===== config.mk =====
export PLATFORM = sky130hd
export DESIGN_NAME = scs8hd_misr_capture
export DESIGN_NICKNAME = d
export VERILOG_FILES = /design/src/rtl/scs8hd_misr_pkg.sv /design/src/rtl/scs8hd_misr_core.sv /design/src/rtl/scs8hd_misr_capture.sv
export SDC_FILE = /design/constraint.sdc
export NUM_CORES = 1
export LEC_CHECK = 0
export CAP_MARGIN = 30
export CORE_MARGIN = 5
export CORE_UTILIZATION = 45
export CTS_BUF_LIST = sky130_fd_sc_hd__clkbuf_8
export DETAILED_ROUTE_END_ITERATION = 12
export GPL_ROUTABILITY_DRIVEN = 0
export PLACE_DENSITY = 0.77
export SYNTH_ARGS = -nofsm -noshare
export SYNTH_HDL_FRONTEND = slang
export SYNTH_SLANG_ARGS = --single-unit

===== constraint.sdc =====
create_clock -name CLK -period 2.8 [get_ports CLK]
set_input_delay 0.84 -clock CLK [delete_from_list [all_inputs] [get_ports CLK]]
set_output_delay 0.84 -clock CLK [all_outputs]
set_load 0.005 [all_outputs]

===== src/rtl/scs8hd_misr_pkg.sv =====
// rtl/scs8hd_misr_pkg.sv - shared state enum, counter width and MISR step function
package scs8hd_misr_pkg;

    typedef enum logic [1:0] {
        IDLE    = 2'd0,
        COMPACT = 2'd1,
        FIN     = 2'd2
    } state_t;

    localparam int NCYC_W     = 16;
    localparam int MISR_MAX_W = 64;

    // Callers zero-extend to MISR_MAX_W, so the shift brings a 0 into bit WIDTH-1.
    function automatic logic [MISR_MAX_W-1:0] misr_step(
        input logic [MISR_MAX_W-1:0] sig,
        input logic [MISR_MAX_W-1:0] d,
        input logic [MISR_MAX_W-1:0] poly
    );
        return (sig >> 1) ^ (sig[0] ? poly : '0) ^ d;
    endfunction

endpackage


===== src/rtl/scs8hd_misr_core.sv =====
// rtl/scs8hd_misr_core.sv - WIDTH-bit signature register with load, compaction step and scan shift
module scs8hd_misr_core
    import scs8hd_misr_pkg::*;
#(
    parameter int               WIDTH = 8,
    parameter logic [WIDTH-1:0] POLY  = WIDTH'(8'hB8),
    parameter logic [WIDTH-1:0] SEED  = '0
) (
    input  logic             CLK,
    input  logic             RESET,
    input  logic             load,
    input  logic             step,
    input  logic             shift,
    input  logic [WIDTH-1:0] D,
    input  logic             SI,
    output logic [WIDTH-1:0] SIG
);

    logic [WIDTH-1:0] step_value;

    assign step_value = WIDTH'(misr_step(MISR_MAX_W'(SIG), MISR_MAX_W'(D), MISR_MAX_W'(POLY)));

    always_ff @(posedge CLK) begin
        if (RESET || load) begin
            SIG <= SEED;
        end else if (step) begin
            SIG <= step_value;
        end else if (shift) begin
            SIG <= {SI, SIG[WIDTH-1:1]};
        end
    end

endmodule


===== src/rtl/scs8hd_misr_capture.sv =====
// rtl/scs8hd_misr_capture.sv - MISR capture FSM and run counter; SCS8HD_MISR_COMPARE_EN adds GOLD/PASS
module scs8hd_misr_capture
    import scs8hd_misr_pkg::*;
#(
    parameter int               WIDTH = 8,
    parameter logic [WIDTH-1:0] POLY  = WIDTH'(8'hB8),
    parameter logic [WIDTH-1:0] SEED  = '0
) (
    input  logic              CLK,
    input  logic              RESET,
    input  logic              START,
    input  logic [NCYC_W-1:0] NCYC,
    input  logic [WIDTH-1:0]  D,
    input  logic              SE,
    input  logic              SI,
    output logic              SO,
    output logic [WIDTH-1:0]  SIG,
    output logic              BUSY,
    output logic              DONE
`ifdef SCS8HD_MISR_COMPARE_EN
    ,
    input  logic [WIDTH-1:0]  GOLD,
    output logic              PASS
`endif
);

    state_t            state;
    state_t            state_next;
    logic [NCYC_W-1:0] cnt;
    logic              load;
    logic              step;
    logic              shift;

    always_ff @(posedge CLK) begin
        if (RESET) begin
            state <= IDLE;
        end else begin
            state <= state_next;
        end
    end

    always_comb begin
        state_next = state;
        load       = 1'b0;
        step       = 1'b0;
        shift      = 1'b0;
        case (state)
            IDLE: begin
                // START wins over SE in the same cycle.
                if (START) begin
                    load       = 1'b1;
                    state_next = (NCYC == '0) ? FIN : COMPACT;
                end else if (SE) begin
                    shift = 1'b1;
                end
            end
            COMPACT: begin
                step = 1'b1;
                if (cnt == NCYC_W'(1)) begin
                    state_next = FIN;
                end
            end
            FIN:     state_next = IDLE;
            default: state_next = IDLE;
        endcase
    end

    always_ff @(posedge CLK) begin
        if (RESET) begin
            cnt <= '0;
        end else if (state == IDLE && START) begin
            cnt <= NCYC;
        end else if (state == COMPACT) begin
            cnt <= cnt - NCYC_W'(1);
        end
    end

    scs8hd_misr_core #(
        .WIDTH (WIDTH),
        .POLY  (POLY),
        .SEED  (SEED)
    ) u_core (
        .CLK   (CLK),
        .RESET (RESET),
        .load  (load),
        .step  (step),
        .shift (shift),
        .D     (D),
        .SI    (SI),
        .SIG   (SIG)
    );

    assign SO   = SIG[0];
    assign BUSY = (state != IDLE);
    assign DONE = (state == FIN);

`ifdef SCS8HD_MISR_COMPARE_EN
    logic [WIDTH-1:0] final_sig;

    // Value SIG will take on the last compaction edge, compared as FIN is entered.
    assign final_sig = WIDTH'(misr_step(MISR_MAX_W'(SIG), MISR_MAX_W'(D), MISR_MAX_W'(POLY)));

    always_ff @(posedge CLK) begin
        if (RESET) begin
            PASS <= 1'b0;
        end else if (state == IDLE && START) begin
            PASS <= (NCYC == '0) ? (SEED == GOLD) : 1'b0;
        end else if (state == COMPACT && cnt == NCYC_W'(1)) begin
            PASS <= (final_sig == GOLD);
        end
    end
`endif

endmodule

==> impl_metrics.py <==
metrics = {
    "floorplanning": {
        "num_rows": 21,
        "start_util": 0.472,
        "die_x_um": 69.4,
        "coreArea_um2": 3360,
        "design.portCount": 40,
        "die_y_um": 69.4,
        "die_area_um2": 4810,
    },
    "cells_and_area": {
        "seq_area_um2": 520,
        "area_delta_synth_final_pct": 32.3,
        "layout-drive-gt1-share": 0.0890,
        "final_cell_area_um2": 2100,
        "multi_input_area_um2": 976,
        "diodes": 0,
        "fin_nets": 268,
        "fillers": 327,
    },
    "detailed_routing": {
        "drc": 0,
        "vias": 1620,
        "ant_nets": 0,
        "drt_iter0_markers": 76,
        "vias_per_cell": 5.74,
        "wl_um": 4110,
        "avgRoutedWirePerCell_um": 14.6,
        "drt-pass1-iter-count": 4,
    },
    "grt": {
        "grt_pass1_vias": 1498,
        "grt_pass1_wl_um": 7010,
        "grt-ovfl-total": 0,
        "antenna_found_initial": 0,
        "grt_max_degree": 22,
        "grt_usage": 0.172,
    },
    "flow_run": {
        "cap_violations": 0,
    },
    "sta": {
        "final.period_utilization": 0.831,
        "final_hold_viol_count": 0,
        "tightestPinTransition_ns": 0.552,
        "maxSlewViolCount": 0,
        "clock_skew_ns": 0.00360,
        "max_slew_margin": 0.628,
        "fmax_ghz": 0.430,
        "setup_viol": 0,
        "rsz0062_at_grt": "false",
        "fin_hold_ws_ns": 0.501,
        "finalSetupTns_ns": 0,
        "min_period_ns": 2.33,
    },
    "pwr": {
        "finalPower_uw": 1180,
        "power_density_nw_per_um2": 560,
        "vdd_drop_max_mv": 0.413,
        "p_leak_uw": 0.000734,
    },
    "critical_path": {
        "critPathKind": "input pin to flop",
        "arrival_ns": 2.48,
        "path_max_fanout": 14,
        "worstSetupEndpointType": "flop",
        "startpoint_type": "input pin",
        "required_ns": 2.95,
    },
    "placement": {
        "portBuffers": 39,
        "placed_area_um2": 2030,
        "dp.final_hpwl_um": 3090,
    },
    "synthesis": {
        "ys_seq_area_frac": 0.328,
        "synth_flop_cell": "dfxtp_1",
        "synth_cell_types": 46,
        "synth_edf_count": 0,
        "async_flop_share": 0,
        "avgSynthCellArea_um2": 7.93,
        "synth_warnings": 0,
        "synth_seq_cells": 26,
        "synthesis.nets": 231,
        "synthCells": 200,
        "synth_area_um2": 1590,
    },
    "cts": {
        "cts_tree": "built",
        "clkLatencyLatePin_ns": 0.27,
        "post_cts_buffers": 0,
        "cts_num_sinks": 26,
        "cts_buffers": 3,
        "clockBufferDepth": 2,
        "cts_hold_buf": 0,
        "cts_root_buf": "clkbuf_8",
        "htree_num_levels": 1,
        "clk_pin_slew_ns": 0.09,
        "post_cts_resized": 0,
    },
    "outcome": {
        "outcome": "finished, final reports clean",
    },
    "min_path": {
        "worst_hold_path_type": "flop to flop",
    },
}
-- worst max-delay path: stages --
cell and delay (ns):
clkdlybuf4s50_1 0.55, or3b_2 0.62, and3_1 0.25, a21oi_1 0.11, a31oi_1 0.10
-- path summary, 6_finish.rpt --
check	cells after the start	slack, ns	startpoint	endpoint
max	5	0.47	START	cnt[13]
min	2	0.50	u_core.SIG[7]	u_core.SIG[7]
min reg2reg	2	0.50	u_core.SIG[7]	u_core.SIG[7]
max reg2reg	4	0.92	cnt[6]	cnt[13]
-- per-stage QoR --
step	utilization	setup WS, ns	instances
after floorplan	-	0.723	200
after global placement	0.603	0.223	278
after detailed placement	0.603	0.213	278
after CTS	0.624	0.475	282
after global routing	0.624	0.406	282
final	0.624	0.474	282
-- per-layer routing --
layer	routed length (um)	vias up	track usage
met4	65	0	0.0499
li1	-	818	-
met3	246	8	0.0464
met5	0	-	0
met2	1960	48	0.279
met1	1840	746	0.224
-- placed cells by master, fill, tap and decap left out, types with 2 or more instances in the layout --
cell,count
clkdlybuf4s50_1,39
dfxtp_1,26
nor2_1,18
a21oi_1,17
nand2_1,15
nor4_1,9
a211oi_1,9
inv_1,8
xnor2_1,7
nand3_1,7
buf_4,7
a31oi_1,6
o211ai_1,5
or4_1,4
o311ai_0,4
nand2b_1,4
xor2_1,4
o21ai_0,3
o31ai_1,3
or3_2,3
o31a_1,3
clkbuf_8,3
or2_2,2
nor2b_1,2
nand3b_1,2
a22oi_1,2
or4_4,2
or3_1,2
nor3_1,2
ha_1,2
-- cell usage after synthesis (2+ instances only) --
cell / n / area [um2]
dfxtp_1: 26 / 521
nor2_1: 18 / 67.6
a21oi_1: 17 / 85.1
nand2_1: 15 / 56.3
a211oi_1: 9 / 67.6
clkbuf_1: 9 / 33.8
nor4_1: 9 / 56.3
inv_1: 8 / 30.0
nand3_1: 7 / 35.0
xnor2_1: 7 / 61.3
a31oi_1: 6 / 37.5
o211ai_1: 5 / 37.5
nand2b_1: 4 / 25.0
o311ai_0: 4 / 35.0
or4_1: 4 / 30.0
xor2_1: 4 / 35.0
buf_2: 3 / 15.0
o21ai_0: 3 / 15.0
o31a_1: 3 / 26.3
o31ai_1: 3 / 22.5
or3_2: 3 / 22.5
a22oi_1: 2 / 15.0
ha_1: 2 / 25.0
nand3b_1: 2 / 15.0
nor2b_1: 2 / 12.5
nor3_1: 2 / 10.0
or2_2: 2 / 12.5
or3_1: 2 / 12.5
or4_4: 2 / 22.5
-- registers in the layout, indices dropped and copies added (netlist names) --
| name | count |
|---|---|
| cnt | 16 |
| u_core.SIG | 8 |
| state | 2 |
-- final cells by class --
type | count | area share
Clock buffer | 3 | 0.0197
Tap cell | 46 | 0.0274
Multi-Input combinational cell | 152 | 0.465
Sequential cell | 26 | 0.248
Timing Repair Buffer | 46 | 0.211
Clock inverter | 1 | 0.0143
Inverter | 8 | 0.0143
-- power by group --
group | internal [uW] | switching, uW | total (uW)
clock | 191 | 123 | 314
combinational | 198 | 199 | 397
sequential | 414 | 50.9 | 465
total | 803 | 372 | 1180
-- kinds of logic after synthesis --
family | share of synthesized area
simple gates | 0.282
mux | 0.00631
compound gates | 0.250
xor+xnor | 0.0607
flops | 0.328
buf+inv | 0.0568
fa+ha+maj | 0.0158
Power figures use the tool's default switching activity.
